$ cat src/rtl/iicmb_seq_pkg.sv
// ============================================================================
//  Module   : iicmb_seq_pkg
//  Purpose  : IICMB register map, command codes, response bits and the
//             sequencer state encoding shared by the command sequencer.
//  Revision : 1.0  initial release
// ============================================================================
`default_nettype none

package iicmb_seq_pkg;

  localparam int REG_CSR  = 0;
  localparam int REG_DPR  = 1;
  localparam int REG_CMDR = 2;

  localparam logic [7:0] CMD_WRITE    = 8'd1;
  localparam logic [7:0] CMD_READ_ACK = 8'd2;
  localparam logic [7:0] CMD_READ_NAK = 8'd3;
  localparam logic [7:0] CMD_START    = 8'd4;
  localparam logic [7:0] CMD_STOP     = 8'd5;
  localparam logic [7:0] CMD_SET_BUS  = 8'd6;

  localparam int RSP_DON = 7;
  localparam int RSP_NAK = 6;
  localparam int RSP_AL  = 5;
  localparam int RSP_ERR = 4;

  localparam logic [7:0] CSR_ENABLE = 8'hC0;

  typedef enum logic [4:0] {
    S_RESET_EN   = 5'd0,
    S_IDLE       = 5'd1,
    S_SETBUS_DPR = 5'd2,
    S_SETBUS_CMD = 5'd3,
    S_WAIT       = 5'd4,
    S_RD_STAT    = 5'd5,
    S_START      = 5'd6,
    S_ADDR_DPR   = 5'd7,
    S_ADDR_CMD   = 5'd8,
    S_DATA       = 5'd9,
    S_WR_GET     = 5'd10,
    S_WR_DPR     = 5'd11,
    S_WR_CMD     = 5'd12,
    S_RD_CMD     = 5'd13,
    S_RD_DPR     = 5'd14,
    S_STOP       = 5'd15,
    S_FIN        = 5'd16
  } seq_state_e;

endpackage

`default_nettype wire

$ cat src/rtl/wb_single_master.sv
// ============================================================================
//  Module   : wb_single_master
//  Purpose  : One-shot Wishbone master; holds cyc/stb until the first ack,
//             then idles at least one cycle before accepting the next start.
//  Revision : 1.0  initial release
// ============================================================================
`default_nettype none

module wb_single_master #(
  parameter int ADDR_W = 2,
  parameter int DATA_W = 8
) (
  input  logic              clk_i,
  input  logic              rst_i,
  input  logic              start_i,
  input  logic              we_i,
  input  logic [ADDR_W-1:0] adr_i,
  input  logic [DATA_W-1:0] wdata_i,
  output logic              busy_o,
  output logic              done_o,
  output logic [DATA_W-1:0] rdata_o,
  output logic              cyc_o,
  output logic              stb_o,
  output logic              we_o,
  output logic [ADDR_W-1:0] adr_o,
  output logic [DATA_W-1:0] dat_o,
  input  logic [DATA_W-1:0] dat_i,
  input  logic              ack_i
);

  logic              cyc_q;
  logic              we_q;
  logic [ADDR_W-1:0] adr_q;
  logic [DATA_W-1:0] dat_q;

  always_ff @(posedge clk_i or posedge rst_i) begin
    if (rst_i) begin
      cyc_q <= 1'b0;
      we_q  <= 1'b0;
      adr_q <= '0;
      dat_q <= '0;
    end else if (!cyc_q) begin
      if (start_i) begin
        cyc_q <= 1'b1;
        we_q  <= we_i;
        adr_q <= adr_i;
        dat_q <= wdata_i;
      end
    end else if (ack_i) begin
      cyc_q <= 1'b0;
    end
  end

  assign cyc_o   = cyc_q;
  assign stb_o   = cyc_q;
  assign we_o    = we_q;
  assign adr_o   = adr_q;
  assign dat_o   = dat_q;
  assign busy_o  = cyc_q;
  assign done_o  = cyc_q & ack_i;
  assign rdata_o = dat_i;

endmodule

`default_nettype wire

$ cat src/rtl/iicmb_cmd_sequencer.sv
// ============================================================================
//  Module   : iicmb_cmd_sequencer
//  Purpose  : Autonomous Wishbone master sequencing IICMB commands for one
//             I2C transfer request. Optional irq watchdog: IICMB_SEQ_TIMEOUT_EN.
//  Revision : 1.0  initial release
// ============================================================================
`default_nettype none

module iicmb_cmd_sequencer
  import iicmb_seq_pkg::*;
#(
  parameter int WB_ADDR_WIDTH  = 2,
  parameter int WB_DATA_WIDTH  = 8,
  parameter int NUM_I2C_BUSES  = 1,
  parameter int I2C_ADDR_WIDTH = 7,
  parameter int MAX_LEN        = 32,
  parameter int TIMEOUT_CYCLES = 65535,
  localparam int LEN_W = $clog2(MAX_LEN + 1),
  localparam int BUS_W = (NUM_I2C_BUSES > 1) ? $clog2(NUM_I2C_BUSES) : 1
) (
  input  logic                      clk_i,
  input  logic                      rst_i,
  input  logic                      req_valid_i,
  output logic                      req_ready_o,
  input  logic [BUS_W-1:0]          req_bus_i,
  input  logic [I2C_ADDR_WIDTH-1:0] req_addr_i,
  input  logic                      req_rw_i,
  input  logic [LEN_W-1:0]          req_len_i,
  input  logic [7:0]                wr_data_i,
  input  logic                      wr_valid_i,
  output logic                      wr_ready_o,
  output logic [7:0]                rd_data_o,
  output logic                      rd_valid_o,
  output logic                      done_o,
  output logic                      nak_o,
  output logic                      err_o,
  output logic                      cyc_o,
  output logic                      stb_o,
  output logic                      we_o,
  output logic [WB_ADDR_WIDTH-1:0]  adr_o,
  output logic [WB_DATA_WIDTH-1:0]  dat_o,
  input  logic [WB_DATA_WIDTH-1:0]  dat_i,
  input  logic                      ack_i,
  input  logic                      irq_i
);

  seq_state_e                state_q;
  seq_state_e                ret_q;
  logic                      en_q;
  logic [BUS_W-1:0]          bus_q;
  logic [I2C_ADDR_WIDTH-1:0] addr_q;
  logic                      rw_q;
  logic [LEN_W-1:0]          cnt_q;
  logic [7:0]                wbyte_q;
  logic [7:0]                rd_data_q;
  logic                      rd_valid_q;
  logic                      done_q;
  logic                      nak_q;
  logic                      err_q;

  logic                     w_xfer;
  logic                     w_we;
  logic [WB_ADDR_WIDTH-1:0] w_adr;
  logic [WB_DATA_WIDTH-1:0] w_wdata;
  logic                     w_busy;
  logic                     w_done;
  logic [WB_DATA_WIDTH-1:0] w_rdata;

  // Each transfer state owns exactly one Wishbone access.
  always_comb begin
    w_xfer  = 1'b1;
    w_we    = 1'b1;
    w_adr   = WB_ADDR_WIDTH'(REG_CMDR);
    w_wdata = '0;
    unique case (state_q)
      S_RESET_EN: begin
        w_adr   = WB_ADDR_WIDTH'(REG_CSR);
        w_wdata = WB_DATA_WIDTH'(CSR_ENABLE);
      end
      S_SETBUS_DPR: begin
        w_adr   = WB_ADDR_WIDTH'(REG_DPR);
        w_wdata = WB_DATA_WIDTH'(bus_q);
      end
      S_SETBUS_CMD: w_wdata = WB_DATA_WIDTH'(CMD_SET_BUS);
      S_RD_STAT:    w_we    = 1'b0;
      S_START:      w_wdata = WB_DATA_WIDTH'(CMD_START);
      S_ADDR_DPR: begin
        w_adr   = WB_ADDR_WIDTH'(REG_DPR);
        w_wdata = WB_DATA_WIDTH'({addr_q, rw_q});
      end
      S_ADDR_CMD, S_WR_CMD: w_wdata = WB_DATA_WIDTH'(CMD_WRITE);
      S_WR_DPR: begin
        w_adr   = WB_ADDR_WIDTH'(REG_DPR);
        w_wdata = WB_DATA_WIDTH'(wbyte_q);
      end
      S_RD_CMD: w_wdata = WB_DATA_WIDTH'((cnt_q == LEN_W'(1)) ? CMD_READ_NAK : CMD_READ_ACK);
      S_RD_DPR: begin
        w_we  = 1'b0;
        w_adr = WB_ADDR_WIDTH'(REG_DPR);
      end
      S_STOP:   w_wdata = WB_DATA_WIDTH'(CMD_STOP);
      default:  w_xfer  = 1'b0;
    endcase
  end

  wb_single_master #(
    .ADDR_W (WB_ADDR_WIDTH),
    .DATA_W (WB_DATA_WIDTH)
  ) u_wb (
    .clk_i   (clk_i),
    .rst_i   (rst_i),
    .start_i (w_xfer & ~w_busy),
    .we_i    (w_we),
    .adr_i   (w_adr),
    .wdata_i (w_wdata),
    .busy_o  (w_busy),
    .done_o  (w_done),
    .rdata_o (w_rdata),
    .cyc_o   (cyc_o),
    .stb_o   (stb_o),
    .we_o    (we_o),
    .adr_o   (adr_o),
    .dat_o   (dat_o),
    .dat_i   (dat_i),
    .ack_i   (ack_i)
  );

`ifdef IICMB_SEQ_TIMEOUT_EN
  localparam int TMO_W = $clog2(TIMEOUT_CYCLES + 1);
  logic [TMO_W-1:0] tmo_q;
`endif

  always_ff @(posedge clk_i or posedge rst_i) begin
    if (rst_i) begin
      state_q    <= S_RESET_EN;
      ret_q      <= S_IDLE;
      en_q       <= 1'b0;
      bus_q      <= '0;
      addr_q     <= '0;
      rw_q       <= 1'b0;
      cnt_q      <= '0;
      wbyte_q    <= '0;
      rd_data_q  <= '0;
      rd_valid_q <= 1'b0;
      done_q     <= 1'b0;
      nak_q      <= 1'b0;
      err_q      <= 1'b0;
`ifdef IICMB_SEQ_TIMEOUT_EN
      tmo_q      <= '0;
`endif
    end else begin
      rd_valid_q <= 1'b0;
      done_q     <= 1'b0;
`ifdef IICMB_SEQ_TIMEOUT_EN
      if (state_q != S_WAIT) tmo_q <= '0;
`endif
      unique case (state_q)
        S_RESET_EN: if (w_done) begin
          en_q    <= 1'b1;
          state_q <= S_IDLE;
        end
        S_IDLE: if (req_valid_i && en_q) begin
          bus_q   <= req_bus_i;
          addr_q  <= req_addr_i;
          rw_q    <= req_rw_i;
          cnt_q   <= req_len_i;
          nak_q   <= 1'b0;
          err_q   <= 1'b0;
          state_q <= S_SETBUS_DPR;
        end
        S_SETBUS_DPR: if (w_done) state_q <= S_SETBUS_CMD;
        S_SETBUS_CMD: if (w_done) begin
          ret_q   <= S_START;
          state_q <= S_WAIT;
        end
        S_WAIT: begin
          if (irq_i) begin
            state_q <= S_RD_STAT;
`ifdef IICMB_SEQ_TIMEOUT_EN
          end else if (tmo_q == TMO_W'(TIMEOUT_CYCLES - 1)) begin
            err_q   <= 1'b1;
            done_q  <= 1'b1;
            state_q <= S_FIN;
          end else begin
            tmo_q   <= tmo_q + TMO_W'(1);
`endif
          end
        end
        // Bus-level failures abandon the transfer; a NAK still closes with STOP.
        S_RD_STAT: if (w_done) begin
          if (w_rdata[RSP_AL] || w_rdata[RSP_ERR]) begin
            err_q   <= 1'b1;
            done_q  <= 1'b1;
            state_q <= S_FIN;
          end else if (w_rdata[RSP_NAK] && ret_q != S_FIN) begin
            nak_q   <= 1'b1;
            state_q <= S_STOP;
          end else if (ret_q == S_FIN) begin
            done_q  <= 1'b1;
            state_q <= S_FIN;
          end else begin
            state_q <= ret_q;
          end
        end
        S_START: if (w_done) begin
          ret_q   <= S_ADDR_DPR;
          state_q <= S_WAIT;
        end
        S_ADDR_DPR: if (w_done) state_q <= S_ADDR_CMD;
        S_ADDR_CMD, S_WR_CMD: if (w_done) begin
          ret_q   <= S_DATA;
          state_q <= S_WAIT;
        end
        S_DATA: begin
          if (cnt_q == '0)  state_q <= S_STOP;
          else if (rw_q)    state_q <= S_RD_CMD;
          else              state_q <= S_WR_GET;
        end
        S_WR_GET: if (wr_valid_i) begin
          wbyte_q <= wr_data_i;
          cnt_q   <= cnt_q - LEN_W'(1);
          state_q <= S_WR_DPR;
        end
        S_WR_DPR: if (w_done) state_q <= S_WR_CMD;
        S_RD_CMD: if (w_done) begin
          ret_q   <= S_RD_DPR;
          state_q <= S_WAIT;
        end
        S_RD_DPR: if (w_done) begin
          rd_data_q  <= w_rdata[7:0];
          rd_valid_q <= 1'b1;
          cnt_q      <= cnt_q - LEN_W'(1);
          state_q    <= S_DATA;
        end
        S_STOP: if (w_done) begin
          ret_q   <= S_FIN;
          state_q <= S_WAIT;
        end
        S_FIN:   state_q <= S_IDLE;
        default: state_q <= S_RESET_EN;
      endcase
    end
  end

  assign req_ready_o = (state_q == S_IDLE) & en_q;
  assign wr_ready_o  = (state_q == S_WR_GET) & wr_valid_i;
  assign rd_data_o   = rd_data_q;
  assign rd_valid_o  = rd_valid_q;
  assign done_o      = done_q;
  assign nak_o       = done_q & nak_q;
  assign err_o       = done_q & err_q;

endmodule

`default_nettype wire

$ cat config.mk
export PLATFORM = sky130hd
export DESIGN_NAME = iicmb_cmd_sequencer
export DESIGN_NICKNAME = d
export VERILOG_FILES = /design/src/rtl/iicmb_seq_pkg.sv /design/src/rtl/wb_single_master.sv /design/src/rtl/iicmb_cmd_sequencer.sv
export SDC_FILE = /design/constraint.sdc
export NUM_CORES = 1
export LEC_CHECK = 0
export BUFFER_PORTS_ARGS = -buffer_cell sky130_fd_sc_hd__buf_4
export CAP_MARGIN = 20
export CORE_ASPECT_RATIO = 0.7
export CORE_MARGIN = 1
export CORE_UTILIZATION = 49
export DETAILED_ROUTE_END_ITERATION = 8
export GPL_TIMING_DRIVEN = 0
export PLACE_DENSITY = 0.77
export SYNTH_ARGS = -nofsm -noshare
export SYNTH_HDL_FRONTEND = slang
export SYNTH_SLANG_ARGS = --single-unit
$ cat constraint.sdc
create_clock -name clk_i -period 2.3 [get_ports clk_i]
set_clock_uncertainty 0.2 [all_clocks]
set_input_delay 0.345 -clock clk_i [delete_from_list [all_inputs] [get_ports clk_i]]
set_output_delay 0.345 -clock clk_i [all_outputs]
set_load 0.02 [all_outputs]
==> flow_metrics.py <==
metrics = {
    "yosys": {
        "syn_area_um2": 3090,
        "synth_top_family_by_area": "simple AND/OR/NAND/NOR gates",
        "synth_seq_cells": 57,
        "synth_fa_ha_area_share_pct": 1.21,
        "synth_ff_type": "dfrtp_1",
        "synth_top_cell_by_area": "dfrtp_1",
        "ys_warn_count": 0,
        "netlist.area_leader.share_pct": 45.3,
        "ys_top_cells_by_area": "dfrtp_1 (45%), mux2_2 (9.5%), nand2_1 (6.1%), a21oi_1 (2.6%), nor2_1 (2.3%)",
        "synth_seq_area_share_pct": 46.2,
        "synth_compound_area_share_pct": 17.4,
        "synth_area_per_cell_um2": 10.2,
        "synth_nets": 344,
        "ys_types": 64,
        "synth_mux_area_share_pct": 9.79,
        "synthXorXnorAreaFrac_pct": 0.566,
        "syn_inst": 304,
        "synth_edf_count": 0,
        "async_flop_share_pct": 100,
        "synthSimpleGateAreaFrac_pct": 20.1,
    },
    "clock_network": {
        "cts_max_path_buffers": 2,
        "cts.clk_slew.worst_paths_ns": 0.07,
        "insertion_delay_ns": 0.35,
        "clock_sinks": 57,
        "post_cts_buffers": 0,
        "cts_tree": "yes",
        "cts_max_level": 3,
        "root_buffer": "clkbuf_8",
        "cts_buffers": 9,
    },
    "global_routing": {
        "grt.total_usage_pct": 25.3,
        "grt_max_degree": 31,
        "grt_pass1_vias": 2524,
        "antenna_found_initial": 0,
        "grt-ovfl-total": 0,
        "grt_first_pass_wirelength_mm": 12.7,
    },
    "route": {
        "post_drt_wl_per_cell_um": 16.9,
        "ant_nets": 0,
        "viasPerCell": 5.67,
        "vias": 2652,
        "dr.pass1.iters": 6,
        "drt-total-wl_mm": 7.90,
        "drc_errors": 0,
        "drt-initial-drc-count": 226,
    },
    "power": {
        "comb_power_share_pct": 46.5,
        "p_per_area_nw_per_um2": 1240,
        "pwr-share-clk_pct": 21.7,
        "power.leakage_nw": 1.86,
        "finalPower_mw": 4.99,
        "ir_drop_mv": 0.606,
        "swShare_pct": 39.7,
        "internal_power_mw": 3.01,
        "seq_power_share_pct": 31.7,
        "switchingPower_mw": 1.98,
    },
    "die": {
        "placeableCoreArea_um2": 5900,
        "start_util_pct": 52.4,
        "ios": 64,
        "die_height_um": 68.5,
        "die_area_um2": 6640,
        "dieWidth_um": 97.0,
        "rows": 23,
    },
    "sta": {
        "fmax_ghz": 0.448,
        "fin_crit_sh_pct": 97.1,
        "slew_viol_final": 0,
        "finalCriticalPeriod_ns": 2.23,
        "worst_slew_pin_slew_ns": 0.717,
        "finalSetupViolations": 0,
        "setup_tns_ns": 0,
        "hold_viol_final": 0,
        "maxSlewHeadroom_pct": 52.0,
        "rsz0062_at_grt": "false",
    },
    "worst_setup_path": {
        "critPathLaunchType": "flip-flop",
        "critical_path_class": "flip-flop to primary output",
        "crit_fanout": 10,
        "crit_arrival_ns": 1.69,
        "critPathCaptureType": "primary output",
        "worstPathRequired_ns": 1.75,
    },
    "worst_hold_path": {
        "hp-class": "primary input to flip-flop",
    },
    "place": {
        "gp_congestion": 0.903,
        "hpwlAfterDp_mm": 5.54,
        "io_buffers": 63,
        "dp_cells": 443,
    },
    "job": {
        "maxCapViolations": 0,
    },
    "cells_and_area": {
        "final_cells": 468,
        "final_nets": 428,
        "layout-drive-gt1-share_pct": 36.9,
        "synthToLayoutAreaGrowth_pct": 29.9,
        "nFillCells": 475,
        "diodes": 0,
        "final_util_pct": 68.1,
    },
    "outcome": {
        "status": "completed",
    },
}
[area by class of cell]
cell class | count | area, um^2 | share of cell area (%)
sequential | 57 | 1430 | 35.6
inverter | 9 | 35.0 | 0.872
multi-input combinational | 220 | 1540 | 38.2
clock inverter | 5 | 77.6 | 1.93
timing repair buffer | 73 | 583 | 14.5
clock buffer | 11 | 151 | 3.77
tap | 75 | 93.8 | 2.34
buffer | 18 | 113 | 2.80
[worst paths after layout]
check,slack (ns),cells past startpoint,endpoint,from
worst max-delay path,0.07,5,wr_ready_o,state_q[1]
worst min-delay path,0.02,2,rd_data_o[0],dat_i[0]
worst max register to register,0.18,5,u_wb.dat_o[4],state_q[1]
worst min register to register,0.29,1,en_q,en_q
max in group asynchronous,0.89,4,u_wb.dat_o[0],rst_i
min in group asynchronous,0.43,3,rd_data_o[7],rst_i
[layout by cell type, fill, tap and decap left out, types with 8 or more instances in the layout]
master / netlist / final
buf_4: 3 / 66
o21ai_0: 12 / 12
clkbuf_8: 0 / 11
dfrtp_1: 56 / 55
a21oi_1: 16 / 16
nor2_1: 19 / 18
buf_2: 9 / 9
nand3_1: 9 / 8
nand2_1: 50 / 50
mux2_2: 26 / 26
dlygate4sd3_1: 0 / 9
[cell usage after synthesis (3+ instances only)]
master / n
a32oi_1: 3
nor4b_1: 3
o211ai_1: 4
mux2_2: 26
a22oi_1: 4
nand2_1: 50
nand3_1: 9
o22ai_1: 5
o21ai_0: 12
dfrtp_1: 56
nor2b_1: 3
ha_1: 3
inv_1: 8
buf_6: 3
nor2_1: 19
a221oi_1: 3
a21oi_1: 16
buf_2: 9
nand2b_1: 7
buf_4: 3
nor3_1: 6
[cell families (layout without fill, tap and decap cells)]
logic type	after synthesis	in the layout
XOR/XNOR	2	2
AO/OA/AOI/OAI	70	70
multiplexers	27	27
AND/OR/NAND/NOR	118	118
buffers and inverters	27	116
adder cells (fa/ha/maj)	3	3
flip-flops	57	57
[flip-flops by register name, indices dropped and copies added (netlist names)]
name,count
u_wb.dat_o,8
nak_q,1
ret_q,4
wbyte_q,8
rd_valid_o,1
addr_q,7
en_q,1
done_o,1
rd_data_o,8
rw_q,1
u_wb.busy_o,1
cnt_q,6
bus_q,1
err_q,1
u_wb.adr_o,2
state_q,5
u_wb.we_o,1
[through the flow]
stage / cell area (um^2) / hold slack, ns / setup WS, ns
6_report: 4020 / 0.0216 / 0.0678
5_1_grt: 4020 / 0.0135 / 0.000554
4_1_cts: 4010 / 0.0177 / 0.0330
3_5_place_dp: 3680 / 0.265 / 0.0301
3_3_place_gp: 3660 / 0.261 / -0.341
2_1_floorplan: 3090 / 0.241 / 0.336
[routing by layer]
layer  vias to the layer above  track usage [%]  share of wire (%)
met2                       104             39.6                 44
met4                         0             7.46               0.77
met5                         -                0                  0
met3                         8             7.66                6.9
met1                      1278             34.3                 48
li1                       1262                -                  -
[power groups by stage]
stage	combinational (mW)	clock [mW]	sequential (mW)
after global routing	2.53	1.14	1.63
final	2.32	1.09	1.58
after global placement	2.23	0	1.58
after detailed placement	2.27	0	1.60
after CTS	2.30	1.09	1.58
after floorplan	1.56	0	1.65
[timing repair]
item | in CTS | in global routing
cloned | 0 | 0
hold buffers | 9 | 0
hold endpoints to repair | 34 | 0
resized for setup | 3 | 3
setup endpoints to repair | 1 | 2
[critical path: stages, from the launching register on]
cell,delay [ns]
dfrtp_1,0.37
buf_4,0.18
and3b_2,0.27
nand3_4,0.15
clkinv_2,0.16
buf_4,0.19
Note: power is estimated with default switching activity, not from simulation.
